File: config.mk
export PLATFORM = sky130hd
export DESIGN_NAME = hazard_sequencer
export DESIGN_NICKNAME = d
export VERILOG_FILES = /design/src/rtl/hazard_sequencer.sv
export SDC_FILE = /design/constraint.sdc
export NUM_CORES = 1
export LEC_CHECK = 0
export CORE_ASPECT_RATIO = 0.8
export CORE_MARGIN = 4
export CORE_UTILIZATION = 56
export DETAILED_ROUTE_END_ITERATION = 12
export DONT_BUFFER_PORTS = 1
export PLACE_DENSITY = 0.74
export SKIP_LAST_GASP = 1
export SLEW_MARGIN = 10
export SYNTH_ARGS = -nofsm -noshare
export SYNTH_HDL_FRONTEND = slang
export SYNTH_SLANG_ARGS = --single-unit
export TNS_END_PERCENT = 1
File: constraint.sdc
create_clock -name clk -period 1.75 [get_ports clk]
set_input_delay 0.35 -clock clk [delete_from_list [all_inputs] [get_ports clk]]
set_output_delay 0.35 -clock clk [all_outputs]
set_load 0.02 [all_outputs]
File: src/rtl/hazard_sequencer.sv
// rtl/hazard_sequencer.sv - pipeline hazard/flush/halt sequencing controller for the 5-stage datapath
module hazard_sequencer #(
    parameter logic [3:0] OP_LBU   = 4'b0100,
    parameter logic [3:0] OP_LW    = 4'b0110,
    parameter logic [3:0] OP_ATYPE = 4'b0001,
    parameter logic [3:0] OP_HALT  = 4'b1111,
    parameter int         CNT_W    = 16
) (
    input  logic             clk,
    input  logic             rst_n,
    input  logic [3:0]       id_opcode,
    input  logic [3:0]       id_rs1,
    input  logic [3:0]       id_rs2,
    input  logic             id_uses_rs2,
    input  logic [3:0]       ex_opcode,
    input  logic [3:0]       ex_rd,
    input  logic             ex_overflow,
    input  logic             branch_taken,
    output logic             pc_write,
    output logic             ifid_write,
    output logic             ifid_flush,
    output logic             idex_bubble,
    output logic             exmem_kill,
    output logic             halted,
    output logic [CNT_W-1:0] stall_count
);

    typedef enum logic [1:0] {RUN, DRAIN, HALTED} state_t;

    state_t           state;
    logic [1:0]       drain_cnt;
    logic [CNT_W-1:0] stall_q;

    logic ovf_hit;
    logic halt_hit;
    logic load_use_hit;

    assign ovf_hit  = (ex_opcode == OP_ATYPE) && ex_overflow;
    assign halt_hit = (id_opcode == OP_HALT);
    // r0 is hardwired zero, so a load targeting it can never create a dependency
    assign load_use_hit = ((ex_opcode == OP_LBU) || (ex_opcode == OP_LW)) && (ex_rd != 4'd0) &&
                          ((ex_rd == id_rs1) || (id_uses_rs2 && (ex_rd == id_rs2)));

    assign stall_count = stall_q;

    always_comb begin
        pc_write    = 1'b0;
        ifid_write  = 1'b0;
        ifid_flush  = 1'b0;
        idex_bubble = 1'b0;
        exmem_kill  = 1'b0;
        halted      = 1'b0;
        if (rst_n) begin
            case (state)
                RUN: begin
                    if (ovf_hit) begin
                        ifid_flush  = 1'b1;
                        idex_bubble = 1'b1;
                        exmem_kill  = 1'b1;
                    end else if (halt_hit || load_use_hit) begin
                        idex_bubble = 1'b1;
                    end else begin
                        pc_write   = 1'b1;
                        ifid_write = 1'b1;
                        ifid_flush = branch_taken;
                    end
                end
                DRAIN: begin
                    idex_bubble = 1'b1;
                end
                HALTED: begin
                    idex_bubble = 1'b1;
                    halted      = 1'b1;
                end
                default: begin
                    idex_bubble = 1'b1;
                end
            endcase
        end
    end

    always_ff @(posedge clk or negedge rst_n) begin
        if (!rst_n) begin
            state     <= RUN;
            drain_cnt <= 2'd0;
            stall_q   <= '0;
        end else begin
            case (state)
                RUN: begin
                    if (ovf_hit) begin
                        state     <= DRAIN;
                        drain_cnt <= 2'd2;
                    end else if (halt_hit) begin
                        state     <= DRAIN;
                        drain_cnt <= 2'd3;
                    end else if (load_use_hit) begin
                        if (stall_q != {CNT_W{1'b1}}) begin
                            stall_q <= stall_q + {{(CNT_W-1){1'b0}}, 1'b1};
                        end
                    end
                end
                DRAIN: begin
                    drain_cnt <= drain_cnt - 2'd1;
                    if (drain_cnt == 2'd1) begin
                        state <= HALTED;
                    end
                end
                HALTED: begin
                    state <= HALTED;
                end
                default: begin
                    state <= RUN;
                end
            endcase
        end
    end

endmodule

* Word level (Yosys, flattened, before mapping) *
Cells that the tools add are included.

operators by class
  $add $sub $neg = 2
  multipliers = 0
  div/mod/pow operators = 0
  $lt $le $gt $ge = 0
  equality and inequality tests = 12
  shift-type cells = 0
  multiplexer cells = 24
  bitwise logic cells = 2
  reductions and logical operators = 13

operators with widths
  kind                                              count
  2-to-1 mux 1 bit                                  17
  adder 16 x 1 -> 16 bit, second input constant     1
  inequality test 16 bit, second input constant     1
  2-to-1 mux 2 bit                                  5
  == test 4 x 3 -> 1 bit, second input constant     2
  == test 4 bit                                     2
  case mux 2 bit (3 select lines)                   1
  AND reduction 5 bit                               1
  == test 2 x 1 -> 1 bit, second input constant     2
  == test 4 x 1 -> 1 bit, second input constant     1
  == test 4 bit, second input constant              1
  logical AND 1 bit                                 4
  case mux 2 bit (2 select lines)                   1
  AND reduction 2 bit                               2
  nonzero test 4 bit                                1
  logical OR 1 bit                                  3
  inequality test 3 bit, second input constant      1
  == test 2 bit, second input constant              1
  logical NOT 2 bit                                 1
  inequality test 2 bit, second input constant      1
  NOT 1 bit                                         2
  nonzero test 2 bit                                1
  subtractor 2 x 1 -> 2 bit, second input constant  1

storage, ports and cells
  bits in registers = 20
  latch bits = 0
  RAM bits = 0
  memory bits (read-only) = 0
  input port bits = 25
  output and inout port bits = 22
  logic and storage cells = 56
  memories = 0

* Logic depth before layout (Yosys ltp) *
Gate-level depths: netlist (run 1).

  depth after elaboration = 9
  mapped depth = 7
  gate-level depth less buffers = 6

* Worst setup path before layout (run 1) *
Ideal clock, no wire load.

  path kind = in2out
  from = input ex_opcode[0]
  to = output idex_bubble
  arrival = 1684 ps
  required time = 1400 ps
  setup slack = -284 ps
  stages = 4
  path buffers = 0
  cell sequence = or3b_4 nor4b_4 a22oi_2 a21boi_0

between the ends
  cells in the longest elaborated chain, start to end = 9
  elaborated cells between the ends (all ways) = 12
  classes of those cells = eq/ne (3); mux (4); reduce/logical (5)

RTL lines
  element                          RTL line  text
  from (decl)                      15        input logic [3:0] ex_opcode,
  == test 4 x 3 -> 1 bit           41        assign load_use_hit = ((ex_opcode == OP_LBU) || (ex_opcode == OP_LW)) && (ex_rd != 4'd0) &&
  logical OR 1 bit                 41
  logical AND 1 bit (2 in series)  41
  logical OR 1 bit                 60        end else if (halt_hit || load_use_hit) begin
  2-to-1 mux 1 bit                 60
  2-to-1 mux 1 bit (*)             56        if (ovf_hit) begin
  2-to-1 mux 1 bit (*)             54        case (state)
  2-to-1 mux 1 bit (*)             53        if (rst_n) begin
  to (decl)                        22        output logic idex_bubble,

Every way passes the cells marked *; elsewhere a longest branch is shown, timed or not.

* Worst setup path in the final report (run 1) *
  from = register state[0]
  to = output pc_write

between the ends
  cells in the longest elaborated chain, start to end = 3

RTL lines
  element                         RTL line  text
  from (decl)                     30        state_t state;
  from (signal assigned)          84        state <= RUN;
  from (signal assigned)          91        state <= DRAIN;
  from (signal assigned)          94        state <= DRAIN;
  logical NOT 2 bit               -
  2-to-1 mux 1 bit (2 in series)  -
  to (decl)                       19        output logic pc_write,

Every way passes these cells.

==> qor.yml, run 1 <==
status: "finished, violations left"
violations: "negative setup slack"
fin_ws_ps: -88.91
vias: 1118
synth_ff_type: "dfrtp_1"
drt_wl_total_um: 3159
final-max-slew-violation-count: 0
stdcell_area_sq_um: 1679
r2r_start: "stall_count[0]"
worstHoldPathType: "input pin to flip-flop"
internal-power_mw: 1.045
cts_buffers: 3
yosys.area.top_type_share_pct: 38.35
die_y_um: 51.18
cts_root_buffer: "clkbuf_4"
core_area_sq_um: 2196
diodes: 0
synth_compound_gate_area_share_pct: 6.136
drtIter0Drc: 41
cap_viol_max_count: 0
cts_tree: "yes"
period_needed_ps: 1839
synth_edf_count: 0
sequentialPowerShare_pct: 34.2
clock_latency_ps: 300
placed_area_sq_um: 1541
seq_area_frac_synth_pct: 38.35
dr.pass1.iters: 6
grt_pass1_vias: 1150
power.density_nw_per_um2: 977.2
worstSetupEndpointType: "primary output"
cp_max_fo: 3
portBuffers: 0
grt_setup_unrepaired: "true"
synth-simple-area-share_pct: 28.09
worstSetupStartpointType: "flip-flop"
tns_ps: -378.7
synth-seq-cells: 20
synthMuxAreaShare_pct: 2.589
drc_errors: 0
r2r.worst_path.cells: 6
worst_clock_skew_ps: 2.041
synth_common_cells: "dfrtp_1, xnor2_1, nand3_1, xor2_1, nand2_1"
r2r_slack_ps: -70
cts.clk_slew.worst_paths_ps: 100
syn_inst: 126
num-fill-cells: 156
arrival_ps: 1490
power_switching_uw: 595.4
relSlewSlack_pct: 38.72
final-hold-violation-count: 0
async_flop_share_pct: 100.0
fin_crit_sh_pct: 105.1
die_area_sq_um: 3171
hold_ws_ps: 422.6
hold_depth: 3
grt_max_degree: 21
clock-sinks: 20
antenna_found_initial: 0
pwr-share-comb_pct: 53.1
dp_hpwl_um: 2394
clock.fmax_ghz: 0.5438
gp_congestion: 0.8449
drive_gt1_share_pct: 37.04
reg2reg_to: "stall_count[11]"
required_ps: 1400
start_util_pct: 59.43
ir_drop_mv: 1.011
fp.dieW_um: 61.97
io_pins: 47
nNetsFinal: 195
finalSetupViolCount: 6
num_rows: 15
ys_warn_count: 0
synth.most_common_cell: "dfrtp_1"
htreeDepth: 1
syn_avg_cell_area_sq_um: 10.36
ant_nets: 0
synth-xor-area-share_pct: 15.44
synthTopCellsByArea: "dfrtp_1, xnor2_1, xor2_1"
synth_nets: 157
hold_end: "drain_cnt[0]"
synth_top_family_by_area: "simple AND/OR/NAND/NOR gates"
netlist_area_sq_um: 1305
grt.total_usage_pct: 21.72
setup.worst_path.class: "flip-flop to primary output"
clkPwrFrac_pct: 12.7
grt_first_pass_wirelength_um: 5037
wl_per_cell_um: 16.89
grt_overflow_total: 0
clockBufferDepth: 2
yosys.area.top_type: "dfrtp_1"
worst_slew_pin_slew_ps: 916.1
netlist-cell-type-count: 39
final_util_pct: 76.47
swShare_pct: 36.29
min-delay-start: "ex_overflow"
fin_total_pwr_mw: 1.641
p_leak_nw: 0.7936
vias_per_cell: 5.979
synth_fa_ha_area_share_pct: 5.753
area_growth_pct: 28.67
[cells in the final DEF, fill, tap and decap left out, drive strengths merged]
cell type and n:
xor2 11, mux2 3, and4 4, nand3 11, ha 6, inv 4
clkbuf 3, nor4b 2, or4 3, o22ai 1, nand2 8, o211ai 1
nand4 5, xnor2 12, a22o 1, nor3 3, a21oi 1, or3b 1
o31a 1, dfrtp 20, and2 3, buf 37, a41o 1, and3 8
a21boi 1, o21ai 1, a22oi 1, nor4 4, dlygate4sd3 1, nor2 3
o31ai 1
[worst max-delay path, stage by stage (launching register included)]
cell and delay [ps]:
dfrtp_1 420, inv_2 90, ha_4 130, buf_6 110, nand2_4 50, nor2_4 110
and3_4 280
[registers in the layout (all words and copies together), names as in the netlist]
name / count
state: 2
stall_count: 16
drain_cnt: 2
[metal layers]
layer | routed length (um) | global-route usage, % | part of all wire [%]
met5 | 0 | 0 | 0
met4 | 34 | 7.067 | 1.1
met3 | 226 | 5.808 | 7.2
met2 | 1550 | 36.03 | 49
met1 | 1348 | 26.83 | 43
[stage by stage]
stage,instances,setup slack (ps)
2_1_floorplan,126,-128.1
3_3_place_gp,176,-174.8
3_5_place_dp,176,-199.1
4_1_cts,186,-69.84
5_1_grt,187,-155.9
6_report,187,-88.91
[power groups by stage]
stage	Sequential, mW	Clock (mW)	Combinational, mW
after detailed placement	0.567	0	0.664
after global routing	0.571	0.252	0.960
after global placement	0.563	0	0.634
after floorplan	0.582	0	0.418
after CTS	0.559	0.223	0.839
final	0.561	0.209	0.871
[how the worst max path moves through the flow]
stage	from	end	slack [ps]	cells after the start
detailed placement	ex_opcode[0]	stall_count[12]	-200	5
finish	state[0]	pc_write	-90	6
CTS	state[0]	ifid_write	-70	6
floorplan	ex_opcode[0]	stall_count[9]	-130	5
global route	stall_count[0]	stall_count[11]	-160	6
global placement	ex_opcode[0]	stall_count[9]	-170	5
[cell type report]
| class | count | area [sq um] | area share (%) |
|---|---|---|---|
| well taps | 25 | 31.28 | 1.863 |
| flip-flops and latches | 20 | 500.5 | 29.81 |
| clock buffers | 3 | 22.52 | 1.341 |
| multi-input cells | 97 | 818.3 | 48.73 |
| repair buffers | 38 | 291.5 | 17.36 |
| inverters | 4 | 15.01 | 0.8942 |
[cells by family (layout without fill, tap and decap cells)]
family,Yosys count,count (layout)
simple gates,55,55
xor+xnor,23,23
flops,20,20
compound gates,10,10
buf+inv,9,45
fa+ha+maj,6,6
mux,3,3
[timing repair]
item | 4_1_cts | 5_1_grt
hold buffers | 1 | 0
pin swaps | 4 | 2
endpoints found under the hold margin | 20 | 0
endpoints found under the setup margin | 7 | 18
setup buffers | 6 | 1
gates resized for setup | 12 | 1
Power figures use the tool's default switching activity.
==> inputs of run 2 (changes only) <==
--- a/config.mk
+++ b/config.mk
@@ -8,8 +8,10 @@
 export CORE_ASPECT_RATIO = 0.8
 export CORE_MARGIN = 4
 export CORE_UTILIZATION = 56
+export CTS_CLUSTER_SIZE = 20
 export DETAILED_ROUTE_END_ITERATION = 12
 export DONT_BUFFER_PORTS = 1
+export GPL_TIMING_DRIVEN = 1
 export PLACE_DENSITY = 0.74
 export SKIP_LAST_GASP = 1
 export SLEW_MARGIN = 10
==> results of run 2 <==
The final DEF is identical to that of run 1; final timing and power are the same.
